$ cat config.mk
export PLATFORM = sky130hd
export DESIGN_NAME = nibble_serial_compare
export DESIGN_NICKNAME = d
export VERILOG_FILES = /design/src/rtl/nibble_serial_compare.sv
export SDC_FILE = /design/constraint.sdc
export NUM_CORES = 1
export LEC_CHECK = 0
export CAP_MARGIN = 20
export CORE_UTILIZATION = 40
export CTS_CLUSTER_DIAMETER = 150
export DETAILED_ROUTE_END_ITERATION = 10
export DONT_BUFFER_PORTS = 1
export PLACE_DENSITY = 0.53
export SETUP_SLACK_MARGIN = 0.05
export SYNTH_ARGS = -nofsm -noshare
export SYNTH_HDL_FRONTEND = slang
export SYNTH_SLANG_ARGS = --single-unit
$ cat constraint.sdc
create_clock -name clk -period 2.5 [get_ports clk]
set_input_delay 0.5 -clock clk [delete_from_list [all_inputs] [get_ports clk]]
set_output_delay 0.5 -clock clk [all_outputs]
set_load 0.05 [all_outputs]
$ cat src/rtl/nibble_serial_compare.sv
// Multi-nibble magnitude compare sequencer driving an external 4-bit comparator MSB-first.
// Optional two's-complement ordering via `define SIGNED_CMP_EN (adds signed_mode input).
module nibble_serial_compare #(
  parameter int WIDTH = 16
) (
  input  logic             clk,
  input  logic             rst_n,
  input  logic             start,
  input  logic [WIDTH-1:0] a_in,
  input  logic [WIDTH-1:0] b_in,
`ifdef SIGNED_CMP_EN
  input  logic             signed_mode,
`endif
  output logic             busy,
  output logic             done,
  output logic             gt,
  output logic             eq,
  output logic             lt,
  output logic [3:0]       cmp_a,
  output logic [3:0]       cmp_b,
  input  logic             cmp_g,
  input  logic             cmp_e,
  input  logic             cmp_l
);

  localparam int NIB   = WIDTH / 4;
  localparam int IDX_W = (NIB > 1) ? $clog2(NIB) : 1;

  localparam logic [1:0] S_IDLE = 2'd0;
  localparam logic [1:0] S_RUN  = 2'd1;
  localparam logic [1:0] S_DONE = 2'd2;

  if ((WIDTH % 4) != 0 || WIDTH < 4) begin : g_width_check
    $error("nibble_serial_compare: WIDTH must be a multiple of 4 and at least 4");
  end

  logic [1:0]       state_q, state_d;
  logic [WIDTH-1:0] a_q, a_d;
  logic [WIDTH-1:0] b_q, b_d;
  logic [IDX_W-1:0] idx_q, idx_d;
  logic             gt_q, gt_d;
  logic             eq_q, eq_d;
  logic             lt_q, lt_d;
  logic             sgn_q, sgn_d;
  logic             sgn_in;
  logic [3:0]       nib_a, nib_b;
  logic             top_nib;

  // cmp_l carries no decision weight; the equal/greater pair is sufficient.
  logic unused_cmp_l;
  assign unused_cmp_l = cmp_l;

`ifdef SIGNED_CMP_EN
  assign sgn_in = signed_mode;
`else
  assign sgn_in = 1'b0;
`endif

  // Flipping the sign bit of the top nibble on both sides maps two's-complement
  // order onto unsigned order; the remaining nibbles already compare correctly.
  assign top_nib = (idx_q == IDX_W'(NIB - 1));

  always_comb begin
    nib_a = 4'(a_q >> {idx_q, 2'b00});
    nib_b = 4'(b_q >> {idx_q, 2'b00});
    if (sgn_q && top_nib) begin
      nib_a[3] = ~nib_a[3];
      nib_b[3] = ~nib_b[3];
    end
  end

  always_comb begin
    state_d = state_q;
    a_d     = a_q;
    b_d     = b_q;
    idx_d   = idx_q;
    gt_d    = gt_q;
    eq_d    = eq_q;
    lt_d    = lt_q;
    sgn_d   = sgn_q;
    case (state_q)
      S_IDLE, S_DONE: begin
        if (start) begin
          state_d = S_RUN;
          a_d     = a_in;
          b_d     = b_in;
          sgn_d   = sgn_in;
          idx_d   = IDX_W'(NIB - 1);
          gt_d    = 1'b0;
          eq_d    = 1'b0;
          lt_d    = 1'b0;
        end else begin
          state_d = S_IDLE;
        end
      end
      S_RUN: begin
        if (cmp_e) begin
          if (idx_q == '0) begin
            eq_d    = 1'b1;
            state_d = S_DONE;
          end else begin
            idx_d = idx_q - IDX_W'(1);
          end
        end else begin
          gt_d    = cmp_g;
          lt_d    = ~cmp_g;
          eq_d    = 1'b0;
          state_d = S_DONE;
        end
      end
      default: state_d = S_IDLE;
    endcase
  end

  always_ff @(posedge clk or negedge rst_n) begin
    if (!rst_n) begin
      state_q <= S_IDLE;
      a_q     <= '0;
      b_q     <= '0;
      idx_q   <= '0;
      gt_q    <= 1'b0;
      eq_q    <= 1'b0;
      lt_q    <= 1'b0;
      sgn_q   <= 1'b0;
    end else begin
      state_q <= state_d;
      a_q     <= a_d;
      b_q     <= b_d;
      idx_q   <= idx_d;
      gt_q    <= gt_d;
      eq_q    <= eq_d;
      lt_q    <= lt_d;
      sgn_q   <= sgn_d;
    end
  end

  assign busy  = (state_q == S_RUN);
  assign done  = (state_q == S_DONE);
  assign gt    = gt_q;
  assign eq    = eq_q;
  assign lt    = lt_q;
  assign cmp_a = busy ? nib_a : 4'h0;
  assign cmp_b = busy ? nib_b : 4'h0;

endmodule

; Yosys cells after proc, flatten, opt, wreduce, memory -nomap -nowiden
; Index checks and enable logic that the tools add are counted.
[op_classes]
n_addsub = 1
mul = 0
div_mod_pow = 0
magnitude_cmp = 0
n_eq_ne = 7
shift = 2
muxes = 18
bitwise = 1
n_reduce_logical = 8
[op_table]
columns = cell, n
row1 = $shr A16 B4 Y4, 2
row2 = $mux W2, 5
row3 = $mux W4, 2
row4 = $pmux W2 S2, 2
row5 = $mux W1, 6
row6 = $ne A2 B2 Y1 const B, 3
row7 = $pmux W1 S2, 3
row8 = $reduce_and A3 Y1, 2
row9 = $logic_not A2 Y1, 2
row10 = $reduce_and A4 Y1, 1
row11 = $ne A3 B2 Y1 const B, 1
row12 = $eq A2 B1 Y1 const B, 1
row13 = $eq A2 B2 Y1 const B, 1
row14 = $ne A2 B1 Y1 const B, 1
row15 = $reduce_and A2 Y1, 1
row16 = $reduce_bool A2 Y1, 1
row17 = $reduce_or A2 Y1, 1
row18 = $sub A2 B1 Y2 const B, 1
row19 = $not A1 Y1, 1
[word_totals]
reg_bits = 39
latchBits = 0
ramBits = 0
mem_bits_ro = 0
input_bits = 38
wordCells = 44
memories = 0

; Depth between registers and ports, before layout
[logic_depth]
ltp_word = 4
ltp_mapped = 7
mapped_depth_nobuf = 5

; Worst setup path before layout
; Ideal clock, no wire load.
[synth_path]
path_kind = register to output
startpoint = register state_q[1]
endpoint = output port cmp_a[0]
t_arrival_ns = 1.617
required_ns = 2.000
path_slack_ns = 0.383
stages_incl_launch_ff = 5
n_path_buf = 0
cell_sequence = dfrtp_1 -> nand2b_2 -> clkinv_4 -> nand2_2 -> o22ai_1
[synth_between]
elab_chain_cells = 2
[synth_lines]
columns = item, line_no
row1 = start: declaration, 37  ; logic [1:0] state_q, state_d;
row2 = start signal: assignment, 126  ; state_q <= state_d;
row3 = $eq A2 B1 Y1, 137  ; assign busy = (state_q == S_RUN);
row4 = via busy, 14  ; output logic busy,
row5 = $mux W4, 142  ; assign cmp_a = busy ? nib_a : 4'h0;
row6 = end: declaration, 19  ; output logic [3:0] cmp_a,
; The timed path passes the listed nets, and every way through them passes these cells.

; Worst setup path after layout
; Ends and elaborated chain as after synthesis.

==> flow_summary_export.csv <==
group,metric,value,unit
clock_tree,cts_setup_buffers,0,
worst_setup_path,cp-end-kind,"output port",
yosys,syn-num-nets,235,
die,dieArea,4850,sq um
sta,finalCriticalPeriod,2.20,ns
yosys,yosys_register_bits,39,
die,die-height,69.7,microns
die,rows,24,
sta,hold_violations,0,
placement,io_buffers,0,
global_route,grt_max_degree,40,
drt,drt_pass1_iterations,4,
worst_setup_path,worstPathArrival,1.70,ns
power,p_per_area,1170,nW/um^2
layout,nets,245,
layout,nFillCells,444,
placement,gp_congestion,0.701,
placement,dp_hpwl,2610,microns
drt,drt-initial-drc-count,69,
sta,clock_skew,0.00429,ns
drt,num_vias,1315,
yosys,ys_warn_count,0,
die,die_width,69.7,microns
yosys,async_flop_share,100,%
sta,rsz0062_at_grt,"no",
worst_setup_path,crit_type,"reg2out",
drt,drc,0,
worst_setup_path,cp.required,2.00,ns
clock_tree,cts_buffers,5,
layout,diodes,0,
die,core_area,4380,sq um
die,io_pins,51,
clock_tree,cts.sinks,39,
power,power,2.34,mW
yosys,synth_area,1830,sq um
layout,drive_gt1_share,13.0,%
drt,drt_wl_total,3810,microns
job,maxCapViolations,0,
clock_tree,cts_root_buf,"clkbuf_8",
clock_tree,clock_latency,0.29,ns
worst_setup_path,startpoint_type,"flop",
yosys,ys.flop_type,"dfrtp_1",
die,start_util,41.8,%
clock_tree,h-tree-depth,2,
sta,finalSetupViolCount,0,
sta,fin_setup_tns,0,ns
clock_tree,clkTransAtPathRegs,0.08,ns
sta,period_share,87.8,%
yosys,synth_edf_count,0,
yosys,syn_inst,196,
layout,final_cell_mix,"nand2_1 (99), dfrtp_1 (39), mux2i_1 (17)",
clock_tree,tritoncts,"yes",
power,peakVddDrop,0.412,mV
layout,final_common_cell,"nand2_1",
global_route,grt_util_all_layers,17.1,%
global_route,grt_pass1_vias,1322,
global_route,grt_antenna_before_repair,0,
sta,maxSlewHeadroom,55.0,%
layout,area_delta_synth_final,8.95,%
drt,ant_nets,0,
global_route,gr-total-overflow,0,
sta,fmax,456,MHz
sta,worst_slew_pin_slew,0.675,ns
yosys,synth_cell_types,25,
outcome,status,"finished, final reports clean",
sta,maxSlewViolCount,0,
drt,wl_per_cell,14.7,microns
yosys,ys_seq_area_share,53.3,%
worst_setup_path,cp_max_fo,8,
drt,viasPerCell,5.08,
clock_tree,max-clock-path-buffers,2,
power,power_leakage,1.09,nW
global_route,grt_pass1_wl,6440,microns
yosys,syn_area_per_cell,9.35,sq um
min_path,hp-class,"in2async",
## routing by layer
layer | wire (microns) | GRT usage, % | part of all wire [%]
met3 | 236 | 5.67 | 6.2
met2 | 1820 | 27.9 | 48
met4 | 43 | 6.00 | 1.1
met1 | 1710 | 21.1 | 45
met5 | 0 | 0 | 0
## report_power, final
group | internal [mW] | switching, mW | total [mW]
logic | 0.322 | 0.579 | 0.902
registers | 0.821 | 0.145 | 0.966
clock network | 0.251 | 0.220 | 0.471
## path summary, 6_finish.rpt
kind                            start          to  slack, ns  cells past startpoint
setup / recovery           state_q[1]    cmp_a[0]       0.30                      5
hold reg to reg                a_q[4]      a_q[4]       0.48                      2
setup reg to reg           state_q[0]      a_q[2]       0.96                      4
min in group clk                cmp_e  state_q[1]       0.29                      1
max in group asynchronous       rst_n          gt       2.26                      1
hold / removal                  rst_n      a_q[9]       0.04                      1
## cell usage after synthesis, drive strengths merged (2+ instances only)
master  count  area [sq um]
nand2     101           384
dfrtp      39           976
mux2i      17           170
buf        10           118
o22ai       8          50.1
a21oi       3          15.0
inv         3          11.3
nand2b      2          15.0
nor3        2          10.0
## state kept, by name, indices dropped and copies added (netlist names)
register  cells
a_q          16
idx_q         2
state_q       2
eq            1
b_q          16
gt            1
lt            1
## kinds of logic after synthesis
| family | share of synthesized area, % |
|---|---|
| buffers and inverters | 7.51 |
| flip-flops | 53.3 |
| adder cells (fa/ha/maj) | 0.683 |
| AO/OA/AOI/OAI | 4.23 |
| multiplexers | 9.29 |
| AND/OR/NAND/NOR | 25.0 |
## area by class of cell
type / count / area [sq um] / area share (%)
flip-flops and latches: 39 / 976 / 48.9
multi-input cells: 143 / 721 / 36.1
repair buffers: 13 / 110 / 5.52
clock buffers: 7 / 96.3 / 4.83
well taps: 52 / 65.1 / 3.26
inverters: 4 / 20.0 / 1.00
clock inverters: 1 / 7.51 / 0.376
## stage by stage
step | util [%] | area (sq um) | std cells | setup slack (ns) | hold slack (ns)
floorplan | - | 1830 | 196 | 0.383 | 0.204
global placement | 42.7 | 1870 | 250 | 0.656 | 0.206
detailed placement | 42.7 | 1870 | 250 | 0.604 | 0.206
CTS | 45.5 | 2000 | 259 | 0.283 | 0.0484
global route | 45.5 | 2000 | 259 | 0.224 | 0.0436
finish | 45.5 | 2000 | 259 | 0.305 | 0.0443
## timing repair
item	in CTS	in global routing
hold buffers	1	0
gates resized for setup	0	0
endpoints found under the hold margin	39	0
## worst max-delay path: stages (launching register included)
cell and delay (ns):
dfrtp_1 0.38, nand2b_2 0.23, clkinv_4 0.14, nand2_2 0.16, o22ai_1 0.26, buf_4 0.24
Power figures use the tool's default switching activity.
